==> src/rtl/sync_fifo_param.sv <==
// sync_fifo_param: parametrised same-clock FIFO with level thresholds, error pulses and optional FWFT
module sync_fifo_param #(
    parameter int DATA_W = 8,
    parameter int DEPTH  = 16,
    parameter int AF_LVL = DEPTH - 2,
    parameter int AE_LVL = 2,
    parameter bit FWFT   = 1'b0
) (
    input  logic                     clk,
    input  logic                     rst,
    input  logic                     wr_en,
    input  logic [DATA_W-1:0]        data_in,
    input  logic                     rd_en,
    output logic [DATA_W-1:0]        data_out,
    output logic                     full,
    output logic                     empty,
    output logic                     almost_full,
    output logic                     almost_empty,
    output logic [$clog2(DEPTH):0]   count,
    output logic                     overflow,
    output logic                     underflow
);
    localparam int PW = $clog2(DEPTH);
    localparam int CW = PW + 1;
    if (DEPTH < 2 || (DEPTH & (DEPTH - 1)) != 0) begin : g_bad_depth
        $error("sync_fifo_param: DEPTH must be a power of 2 and >= 2");
    end
    if (AF_LVL < 1 || AF_LVL > DEPTH) begin : g_bad_af
        $error("sync_fifo_param: AF_LVL must lie in 1..DEPTH");
    end
    if (AE_LVL < 0 || AE_LVL > DEPTH - 1) begin : g_bad_ae
        $error("sync_fifo_param: AE_LVL must lie in 0..DEPTH-1");
    end
    logic [DATA_W-1:0] mem [DEPTH];
    logic [PW-1:0]     wr_ptr, rd_ptr;
    logic              rd_acc, wr_acc;
    assign empty        = count == '0;
    assign full         = count == CW'(DEPTH);
    assign almost_full  = count >= CW'(AF_LVL);
    assign almost_empty = count <= CW'(AE_LVL);
    assign rd_acc       = rd_en & ~empty;
    assign wr_acc       = wr_en & (~full | rd_acc);
    always_ff @(posedge clk or posedge rst) begin
        if (rst) begin
            wr_ptr    <= '0;
            rd_ptr    <= '0;
            count     <= '0;
            overflow  <= 1'b0;
            underflow <= 1'b0;
        end else begin
            wr_ptr    <= wr_ptr + PW'(wr_acc);
            rd_ptr    <= rd_ptr + PW'(rd_acc);
            count     <= count + CW'(wr_acc) - CW'(rd_acc);
            overflow  <= wr_en & ~wr_acc;
            underflow <= rd_en & ~rd_acc;
        end
    end
    always_ff @(posedge clk) begin
        if (wr_acc) mem[wr_ptr] <= data_in;
    end
    // When full with a simultaneous read and write, wr_ptr == rd_ptr; the read still sees the old word
    if (FWFT) begin : g_fwft
        assign data_out = empty ? '0 : mem[rd_ptr];
    end else begin : g_reg
        always_ff @(posedge clk or posedge rst) begin
            if (rst) data_out <= '0;
            else if (rd_acc) data_out <= mem[rd_ptr];
        end
    end
endmodule
==> config.mk <==
export PLATFORM = sky130hd
export DESIGN_NAME = sync_fifo_param
export DESIGN_NICKNAME = d
export VERILOG_FILES = /design/src/rtl/sync_fifo_param.sv
export SDC_FILE = /design/constraint.sdc
export NUM_CORES = 1
export LEC_CHECK = 0
export CORE_MARGIN = 4
export CORE_UTILIZATION = 30
export DETAILED_ROUTE_END_ITERATION = 6
export DONT_BUFFER_PORTS = 1
export PLACE_DENSITY_LB_ADDON = 0.15
export SLEW_MARGIN = 20
export SYNTH_ARGS = -nofsm -noshare
export SYNTH_HDL_FRONTEND = slang
export SYNTH_SLANG_ARGS = --single-unit
==> constraint.sdc <==
create_clock -name clk -period 3.5 [get_ports clk]
set_input_delay 0.35 -clock clk [delete_from_list [all_inputs] [get_ports clk]]
set_output_delay 0.35 -clock clk [all_outputs]
set_load 0.02 [all_outputs]
==> results_tabular.tex <==
\begin{tabular}{lr}
\hline
Metric & Value \\
\hline
\multicolumn{2}{l}{\textbf{Routing}} \\
Vias per cell & 4.71 \\
Routed length per placed instance & 21.2 um \\
Drt first pass iters & 4 \\
DRT antenna net count & 0 \\
Final WL & 13200 um \\
Vias & 2940 \\
Number of DRC markers in iteration 0 & 276 \\
Residual DRC count & 0 \\
\multicolumn{2}{l}{\textbf{Run status}} \\
Result of the run & finished, final reports clean \\
\multicolumn{2}{l}{\textbf{Place}} \\
Estimated wirelength of the detail-placed design & 8540 um \\
Weighted congestion reported at the end of routability-driven placement & 0.747 \\
IO Port Bufs & 0 \\
Cell Area, Placed & 0.00654 mm2 \\
\multicolumn{2}{l}{\textbf{STA}} \\
Final period util & 83.9\% \\
Number of hold violations in the final report & 0 \\
Time the final worst path needs with I/O delays and setup & 2.94 ns \\
Max Clk Rate & 340 MHz \\
Slew HR & 36.3\% \\
RSZ-0062 raised after global routing & false \\
Final count of pins violating max slew & 0 \\
Worst-margin pin slew & 0.955 ns \\
Final worst clock skew & 0.0112 ns \\
Total negative slack & 0 ns \\
Final count of negative-setup-slack endpoints & 0 \\
\multicolumn{2}{l}{\textbf{Clocking}} \\
Clock-pin slew of the registers on the worst-case setup and hold paths & 0.06 ns \\
Clock buffer count from CTS & 17 \\
Sinks on Clock Net & 151 \\
H-tree levels & 4 \\
Cells resized by post-CTS repair & 0 \\
Clock tree from TritonCTS & yes \\
Master cell of the clock root buffer & clkbuf\_16 \\
CTS Hold Bufs & 1 \\
Postcts setup bufs & 0 \\
Clock latency at the later pin of the worst-skew pair & 0.42 ns \\
Buffer levels on the longest clock path & 2 \\
\multicolumn{2}{l}{\textbf{Yosys}} \\
Top cells by area in the synthesized netlist & edfxtp\_1 (63\%), mux4\_2 (12\%), dfrtp\_1 (9.4\%) \\
Number of standard cells after synthesis & 315 \\
Netlist area before placement & 0.00612 mm2 \\
Post-synthesis sequential area ratio & 72.2\% \\
Distinct cell type count of the synthesized netlist & 36 \\
Number of synthesis warnings & 0 \\
Post-synthesis register bit count & 151 \\
Cell accounting for the most synthesized area & edfxtp\_1 \\
Average cell area after synthesis & 19.4 um2 \\
Proportion of register bits with asynchronous set or reset after synthesis & 15.2\% \\
Mapped Nets & 342 \\
Commonest register cell after synthesis & edfxtp\_1 \\
Share of Yosys cell area claimed by the top area cell type & 62.8\% \\
Number of enable-type register cells in the synthesized netlist & 128 \\
\multicolumn{2}{l}{\textbf{Pwr}} \\
Leak & 2.47 nW \\
Flop pwr share & 42.1\% \\
Switching power as a share of total power & 31.1\% \\
Logic gate share of total power & 25.7\% \\
Share of power burned in the clock network & 32.2\% \\
Areal power density over the cells & 852 mW/mm2 \\
Power spent charging and discharging nets & 1.92 mW \\
Peak supply drop & 0.338 mV \\
Internal Pwr Total & 4.26 mW \\
\multicolumn{2}{l}{\textbf{Final layout}} \\
Number of diodes added for antenna fixing & 0 \\
Post-route standard cell area excluding fillers & 0.00725 mm2 \\
Filler cells & 1892 \\
Share of post-route cells with drive strength above 1 & 28.0\% \\
Final Net Count & 368 \\
Area Overhead vs Synth & 18.4\% \\
\multicolumn{2}{l}{\textbf{Critical path}} \\
Startpoint type of the worst setup path & flop \\
Critical path start-end classification & flop to flop \\
Crit path DAT & 3.23 ns \\
Data required time of the worst path & 3.80 ns \\
Nature of the critical path endpoint & flop \\
Highest net fanout along the worst path & 12 \\
\multicolumn{2}{l}{\textbf{Die}} \\
Total number of placement rows & 52 \\
Chip height & 151 um \\
Horiz. Die Dim & 151 um \\
Placeable core region & 0.0202 mm2 \\
Initial core utilization & 30.4\% \\
Count of pins on the block boundary & 31 \\
Area of the die & 0.0228 mm2 \\
\multicolumn{2}{l}{\textbf{GRT}} \\
Initial antenna violation count & 0 \\
Remaining global-route overflow & 0 \\
Number of global-route vias before repair & 3122 \\
Pin count of the biggest net entering global routing & 34 \\
Wire length of the first global-routing pass & 19900 um \\
GRT Util Overall & 12.4\% \\
\multicolumn{2}{l}{\textbf{Job}} \\
Max\_cap viols & 0 \\
\multicolumn{2}{l}{\textbf{Hold path}} \\
Worst hold-check path type & primary input to flop \\
\hline
\end{tabular}
## path summary, 6_finish.rpt
path / to / slack (ns) / from / depth (start not counted)
setup / recovery: count[4] / 0.56 / count[2] / 11
hold / removal: mem[2][6] / 0.03 / data_in[6] / 0
setup reg to reg: count[4] / 0.56 / count[2] / 11
hold reg to reg: rd_ptr[2] / 0.55 / rd_ptr[2] / 1
max in group asynchronous: rd_ptr[1] / 2.81 / rst / 1
min in group asynchronous: data_out[7] / 0.04 / rst / 1
## power by group through the flow
stage / logic (mW) / registers (mW) / clock network [mW]
floorplan: 1.30 / 2.47 / 0
global placement: 1.63 / 2.64 / 0
detailed placement: 1.62 / 2.65 / 0
CTS: 1.63 / 2.61 / 2.03
global route: 1.74 / 2.65 / 2.11
finish: 1.59 / 2.60 / 1.99
## critical path: stages, from the launching register on
cell and delay, ns:
dfrtp_1 0.50, inv_1 0.16, ha_1 0.17, or4b_4 0.56, and2_1 0.21, o21ai_0 0.19, ha_1 0.20, inv_1 0.05
fa_1 0.40, o21bai_1 0.15, a21oi_1 0.09, xor2_1 0.14
## registers in the layout (all words and copies together) (netlist names)
register	cells
count	5
data_out	8
mem	128
overflow	1
rd_ptr	4
underflow	1
wr_ptr	4
## cell type report
type,count,area [um2],share of cell area [%]
repair buffers,26,223,3.07
inverters,14,52.6,0.725
clock buffers,17,425,5.87
well taps,270,338,4.66
multi-input cells,131,1570,21.6
clock inverters,15,225,3.11
flip-flops and latches,151,4420,61.0
## cells by family after synthesis
logic type	synth area share [%]
AO/OA/AOI/OAI	4.64
XOR/XNOR	1.00
adder cells (fa/ha/maj)	3.19
buffers and inverters	2.68
flip-flops	72.2
multiplexers	13.1
AND/OR/NAND/NOR	3.27
## cells in the mapped netlist (2+ instances only)
library cell  number
a221oi_2           8
nor2_1            10
o21ai_0            2
buf_6              4
xnor2_1            3
o2111ai_1          3
and2_1             2
buf_2              5
nand3_1            2
xor2_1             4
nor4_1             3
mux4_2            32
o21bai_1           2
dfrtp_1           23
nand3b_1           2
nand2_1            2
ha_1              14
nand2b_1           3
inv_1             14
mux2i_1            8
edfxtp_1         128
clkbuf_1           7
nor3_1             3
buf_1              2
a21oi_1           11
o22ai_1            8
## per-stage QoR
| step | total power [mW] | worst slack, ns | instances | hold WS [ns] | utilization [%] |
|---|---|---|---|---|---|
| after floorplan | 3.77 | 0.732 | 315 | 0.352 | - |
| after global placement | 4.27 | 0.632 | 586 | 0.426 | 32.4 |
| after detailed placement | 4.27 | 0.555 | 586 | 0.425 | 32.4 |
| after CTS | 6.27 | 0.547 | 619 | 0.00484 | 35.7 |
| after global routing | 6.50 | 0.356 | 624 | 0.000132 | 35.9 |
| final | 6.18 | 0.562 | 624 | 0.0291 | 35.9 |
## layer usage
| metal | part of all wire (%) | track usage [%] | vias to the layer above |
|---|---|---|---|
| met5 | 0 | 0 | - |
| met4 | 1.7 | 4.62 | 0 |
| met3 | 4.5 | 4.19 | 11 |
| met2 | 49 | 19.5 | 46 |
| met1 | 45 | 15.9 | 1566 |
| li1 | - | - | 1317 |
## layout by cell type, fill, tap and decap left out, types with 6 or more instances in the layout
cell type / instances
buf_4: 19
edfxtp_1: 128
mux2i_1: 8
o22ai_1: 8
a21oi_1: 11
nor2_1: 10
mux4_2: 32
clkbuf_16: 17
ha_1: 14
dfrtp_1: 22
a221oi_2: 8
dlygate4sd3_1: 6
inv_1: 14
Note: power is estimated with default switching activity, not from simulation.
